`src/rtl/nzcv_flag_gen_pkg.sv`:
```
// NZCV flag generator shared definitions.
// Flag bit positions and ALU op encoding, also used by the branch checker.
package nzcv_flag_gen_pkg;

  localparam int FLAG_Z = 3;
  localparam int FLAG_C = 2;
  localparam int FLAG_N = 1;
  localparam int FLAG_V = 0;

  typedef enum logic [1:0] {
    OP_ADD = 2'b00,
    OP_SUB = 2'b01,
    OP_AND = 2'b10,
    OP_ORR = 2'b11
  } op_t;

endpackage

```
`src/rtl/nzcv_alu_comb.sv`:
```
// Combinational ALU result and NZCV flag calculator.
// Ports: op, a, b, flags_in (current C/V source) -> res, flags_out {Z,C,N,V}.
module nzcv_alu_comb
  import nzcv_flag_gen_pkg::*;
#(
  parameter int DATA_W = 32
) (
  input  op_t               op,
  input  logic [DATA_W-1:0] a,
  input  logic [DATA_W-1:0] b,
  input  logic [3:0]        flags_in,
  output logic [DATA_W-1:0] res,
  output logic [3:0]        flags_out
);

  logic              sub;
  logic [DATA_W-1:0] b_op;
  logic [DATA_W:0]   sum;
  logic              c;
  logic              v;

  always_comb begin
    sub  = (op == OP_SUB);
    b_op = sub ? ~b : b;
    sum  = {1'b0, a} + {1'b0, b_op}
         + {{DATA_W{1'b0}}, sub};
    res  = sum[DATA_W-1:0];
    c    = flags_in[FLAG_C];
    v    = flags_in[FLAG_V];
    unique case (op)
      OP_ADD, OP_SUB: begin
        c = sum[DATA_W];
        // Inverted b folds the SUB sign rule into the ADD one.
        v = (a[DATA_W-1] == b_op[DATA_W-1])
          && (res[DATA_W-1] != a[DATA_W-1]);
      end
      OP_AND: res = a & b;
      OP_ORR: res = a | b;
    endcase
    flags_out         = '0;
    flags_out[FLAG_Z] = (res == '0);
    flags_out[FLAG_C] = c;
    flags_out[FLAG_N] = res[DATA_W-1];
    flags_out[FLAG_V] = v;
  end

endmodule

```
`src/rtl/nzcv_flag_gen.sv`:
```
// Two-stage ADD/SUB/AND/ORR pipe producing in-order NZCV flags.
// Ports: in_* op handshake, res_* result handshake, flag_load direct write, flags, flags_pending.
module nzcv_flag_gen
  import nzcv_flag_gen_pkg::*;
#(
  parameter int DATA_W = 32
) (
  input  logic              clk,
  input  logic              rst_n,
  input  logic              in_valid,
  output logic              in_ready,
  input  logic [1:0]        op,
  input  logic              set_flags,
  input  logic [DATA_W-1:0] a,
  input  logic [DATA_W-1:0] b,
  output logic              res_valid,
  input  logic              res_ready,
  output logic [DATA_W-1:0] res,
  input  logic              flag_load,
  output logic              flag_load_ready,
  input  logic [3:0]        flag_load_data,
  output logic [3:0]        flags,
  output logic              flags_pending
);

  logic              s1_valid;
  logic              s1_set;
  op_t               s1_op;
  logic [DATA_W-1:0] s1_a;
  logic [DATA_W-1:0] s1_b;

  logic              advance;
  logic              accept;
  logic              load_acc;
  logic [DATA_W-1:0] alu_res;
  logic [3:0]        alu_flags;

  assign advance  = s1_valid
                  && (!res_valid || res_ready);
  assign in_ready = !s1_valid || advance;
  assign accept   = in_valid && in_ready;

  // Only S1 can hold an uncommitted flag write,
  // so loads never race an ALU commit.
  assign flags_pending   = s1_valid && s1_set;
  assign flag_load_ready = !flags_pending;
  assign load_acc        = flag_load
                         && flag_load_ready;

  nzcv_alu_comb #(
    .DATA_W (DATA_W)
  ) u_alu (
    .op        (s1_op),
    .a         (s1_a),
    .b         (s1_b),
    .flags_in  (flags),
    .res       (alu_res),
    .flags_out (alu_flags)
  );

  always_ff @(posedge clk or negedge rst_n) begin
    if (!rst_n) begin
      s1_valid <= 1'b0;
      s1_set   <= 1'b0;
      s1_op    <= OP_ADD;
      s1_a     <= '0;
      s1_b     <= '0;
    end else if (accept) begin
      s1_valid <= 1'b1;
      s1_set   <= set_flags;
      s1_op    <= op_t'(op);
      s1_a     <= a;
      s1_b     <= b;
    end else if (advance) begin
      s1_valid <= 1'b0;
    end
  end

  always_ff @(posedge clk or negedge rst_n) begin
    if (!rst_n) begin
      res_valid <= 1'b0;
      res       <= '0;
    end else if (advance) begin
      res_valid <= 1'b1;
      res       <= alu_res;
    end else if (res_ready) begin
      res_valid <= 1'b0;
    end
  end

  always_ff @(posedge clk or negedge rst_n) begin
    if (!rst_n) begin
      flags <= 4'b0000;
    end else if (advance && s1_set) begin
      flags <= alu_flags;
    end else if (load_acc) begin
      flags <= flag_load_data;
    end
  end

endmodule

```
`config.mk`:
```
export PLATFORM = sky130hd
export DESIGN_NAME = nzcv_flag_gen
export DESIGN_NICKNAME = d
export VERILOG_FILES = /design/src/rtl/nzcv_flag_gen_pkg.sv /design/src/rtl/nzcv_alu_comb.sv /design/src/rtl/nzcv_flag_gen.sv
export SDC_FILE = /design/constraint.sdc
export NUM_CORES = 1
export LEC_CHECK = 0
export BUFFER_PORTS_ARGS = -buffer_cell sky130_fd_sc_hd__buf_4
export CELL_PAD_IN_SITES_DETAIL_PLACEMENT = 1
export CELL_PAD_IN_SITES_GLOBAL_PLACEMENT = 2
export CORE_UTILIZATION = 37
export CTS_CLUSTER_DIAMETER = 100
export DETAILED_ROUTE_END_ITERATION = 7
export GPL_TIMING_DRIVEN = 0
export PLACE_DENSITY_LB_ADDON = 0.2
export SLEW_MARGIN = 5
export SYNTH_ARGS = -nofsm -noshare
export SYNTH_HDL_FRONTEND = slang
export SYNTH_HIERARCHICAL = 1
export SYNTH_SLANG_ARGS = --single-unit
export TNS_END_PERCENT = 20
```
`constraint.sdc`:
```
create_clock -name clk -period 7.8 [get_ports clk]
set_clock_uncertainty 0.05 [all_clocks]
set_input_delay 2.34 -clock clk [delete_from_list [all_inputs] [get_ports clk]]
set_output_delay 2.34 -clock clk [all_outputs]
set_load 0.02 [all_outputs]
```
==> flow_metrics.tcl <==
set metrics [dict create \
    place_hpwl_mm 15.9 \
    syn_area_per_cell_um2 11.0 \
    worst_slew_pin_slew_ns 0.974 \
    grt_max_degree 106 \
    hold_class "register to register" \
    post-route-drc-count 0 \
    yosys_warnings 6 \
    wl_met1_mm 9.76 \
    initial_core_util_pct 38.2 \
    ys.flop_type "dfrtp_1" \
    htreeDepth 3 \
    critPathArrivalTime_ns 7.42 \
    total_power_mw 2.82 \
    grt_antenna_before_repair 0 \
    drt_iter0_drc 256 \
    clockBufferDepth 2 \
    hold_viol 0 \
    crit_required_ns 8.04 \
    leakage_nw 3.95 \
    die_area_um2 20100 \
    row_count 50 \
    postCtsSetupBuffers 0 \
    hold_buffers 0 \
    cts_made_buffers 9 \
    status "finished, final reports clean" \
    fin_nets 897 \
    synth-async-reset-ratio_pct 100 \
    worstSkewPairLatency_ns 0.36 \
    synth_cell_types 72 \
    syn_to_final_growth_pct 21.2 \
    die_w_um 142 \
    postRouteAntennaNets 0 \
    grt_pass1_vias 5946 \
    syn_inst 658 \
    end_kind "register" \
    placed_cell_area_um2 8400 \
    synth_seq_cells 105 \
    vias 5485 \
    fmax_ghz 0.139 \
    route.met3.wl_um 765 \
    vdd_ir_drop_max_mv 0.109 \
    cts-root-buf "clkbuf_16" \
    relSlewSlack_pct 35.1 \
    grt_usage_pct 21.6 \
    syn-num-nets 770 \
    rsz0062_at_grt "false" \
    clkSinkCount 105 \
    routedWlPerCell_um 19.3 \
    port_buffers 115 \
    syn_area_um2 7210 \
    num-fill-cells 2134 \
    final-max-slew-violation-count 0 \
    avgViaCountPerCell 5.22 \
    wl_met2_mm 9.56 \
    critPathLaunchType "register" \
    ioPinCount 116 \
    cts_tree "built" \
    gp_congestion 0.832 \
    worstSetupPathType "register to register" \
    clk_pin_slew_ns 0.08 \
    cts.repair.resized 0 \
    critPathMaxFanout 10 \
    firstDrtPassIters 4 \
    powerDensity_nw_per_um2 323 \
    grt_pass1_wl_mm 33.3 \
    drv_cap 0 \
    coreArea_um2 18900 \
    fp.dieH_um 142 \
    fin_crit_sh_pct 92.1 \
    gr-total-overflow 0 \
    final.min_clock_period_ns 7.19 \
    setup_viol 0 \
    seq_area_frac_synth_pct 36.4 \
    highest_layer "met4" \
    design_area_um2 8740 \
    fin_setup_tns_ns 0 \
    synth_edf_count 0 \
    num_antenna_cells 0 \
    wirelength_mm 20.2 \
    drive_gt1_share_pct 34.8 \
]
-- stage by stage --
| step | utilization [%] | cells | worst slack [ns] | hold WS (ns) |
|---|---|---|---|---|
| 2_1_floorplan | - | 658 | 2.40 | 0.453 |
| 3_3_place_gp | 44.5 | 1033 | 0.627 | 0.443 |
| 3_5_place_dp | 44.5 | 1033 | 0.597 | 0.451 |
| 4_1_cts | 46.1 | 1049 | 0.552 | 0.473 |
| 5_1_grt | 46.3 | 1050 | 0.0288 | 0.485 |
| 6_report | 46.3 | 1050 | 0.613 | 0.469 |
-- synth_stat cells, types with 6 or more instances --
library cell / count / area (um2)
a211oi_1: 8 / 60.1
a21o_1: 12 / 90.1
a21oi_1: 33 / 165
a31oi_1: 6 / 37.5
buf_2: 10 / 50.1
buf_6: 6 / 67.6
clkbuf_1: 9 / 33.8
dfrtp_1: 105 / 2630
ha_1: 35 / 438
inv_1: 21 / 78.8
maj3_1: 31 / 310
mux2_2: 41 / 462
mux2_4: 60 / 901
nand2_1: 52 / 195
nor2_1: 26 / 97.6
nor3_1: 9 / 45.0
o21ai_0: 28 / 140
xnor2_1: 47 / 412
xor2_1: 8 / 70.1
-- logic make-up (layout without fill, tap and decap cells) --
family,count (synthesis),after routing,share of synthesized area (%)
AO/OA/AOI/OAI,136,136,12.5
XOR/XNOR,55,55,6.68
adder cells (fa/ha/maj),67,67,10.7
buffers and inverters,58,190,4.70
flip-flops,105,105,36.4
multiplexers,103,103,19.2
AND/OR/NAND/NOR,134,134,9.84
-- critical path: stages, from the launching register on --
cell and delay (ns):
dfrtp_1 0.37, buf_6 0.14, buf_2 0.27, buf_1 0.50, buf_1 0.54, nand2_1 0.28, buf_1 0.46, xnor2_1 0.25
ha_1 0.31, clkbuf_1 0.31, nand4_1 0.26, a2111oi_0 0.60, nor3_1 0.22, xor2_1 0.20, o21ai_0 0.16, or4_1 0.59
nor4_1 0.31, nand4bb_1 0.19, or4_1 0.52, nor4_2 0.26, o32ai_1 0.14, a21oi_1 0.12
-- report_power, final --
part / switching (mW) / internal (mW) / total, mW / leakage, nW
logic: 0.816 / 0.717 / 1.53 / 2.58
clock network: 0.232 / 0.256 / 0.487 / 0.146
registers: 0.117 / 0.687 / 0.804 / 1.23
-- layer usage --
layer	vias to the layer above	global-route usage [%]
met5	-	0
met4	0	4.47
met3	9	3.68
met2	97	35.1
met1	2741	30.0
li1	2638	-
-- state kept, by name (all words and copies together) (netlist names) --
| signal | cells |
|---|---|
| s1_a | 32 |
| s1_valid | 1 |
| flags | 4 |
| res | 32 |
| s1_op | 2 |
| s1_set | 1 |
| s1_b | 32 |
| res_valid | 1 |
-- path summary, 6_finish.rpt --
| kind | cells past startpoint | startpoint | endpoint | slack [ns] |
|---|---|---|---|---|
| min in group asynchronous | 1 | rst_n | s1_a[0]$_DFFE_PN0P_ | 1.85 |
| setup reg to reg | 21 | s1_op[0]$_DFFE_PN0P_ | flags[3]$_DFFE_PN0P_ | 0.61 |
| hold reg to reg | 1 | res[23]$_DFFE_PN0P_ | res[23]$_DFFE_PN0P_ | 0.47 |
| hold / removal | 1 | res[23]$_DFFE_PN0P_ | res[23]$_DFFE_PN0P_ | 0.47 |
| setup / recovery | 21 | s1_op[0]$_DFFE_PN0P_ | flags[3]$_DFFE_PN0P_ | 0.61 |
| max in group asynchronous | 2 | rst_n | res[20]$_DFFE_PN0P_ | 5.18 |
-- final cells by class --
cell class	count	area [um2]	share of cell area, %
clock buffer	9	225	2.58
multi-input combinational	495	4250	48.6
tap	260	325	3.72
buffer	37	260	2.98
sequential	105	2630	30.1
timing repair buffer	116	895	10.2
inverter	21	78.8	0.902
clock inverter	7	85.1	0.973
-- layout by cell type (no fill, tap or decap), types with 21 or more instances in the layout --
cell / n
inv_1: 21
nor2_1: 26
o21ai_0: 28
nand2_1: 52
maj3_1: 31
ha_1: 35
mux2_4: 60
mux2_2: 41
a21oi_1: 33
buf_4: 118
dfrtp_1: 105
xnor2_1: 47
Power figures use the tool's default switching activity.
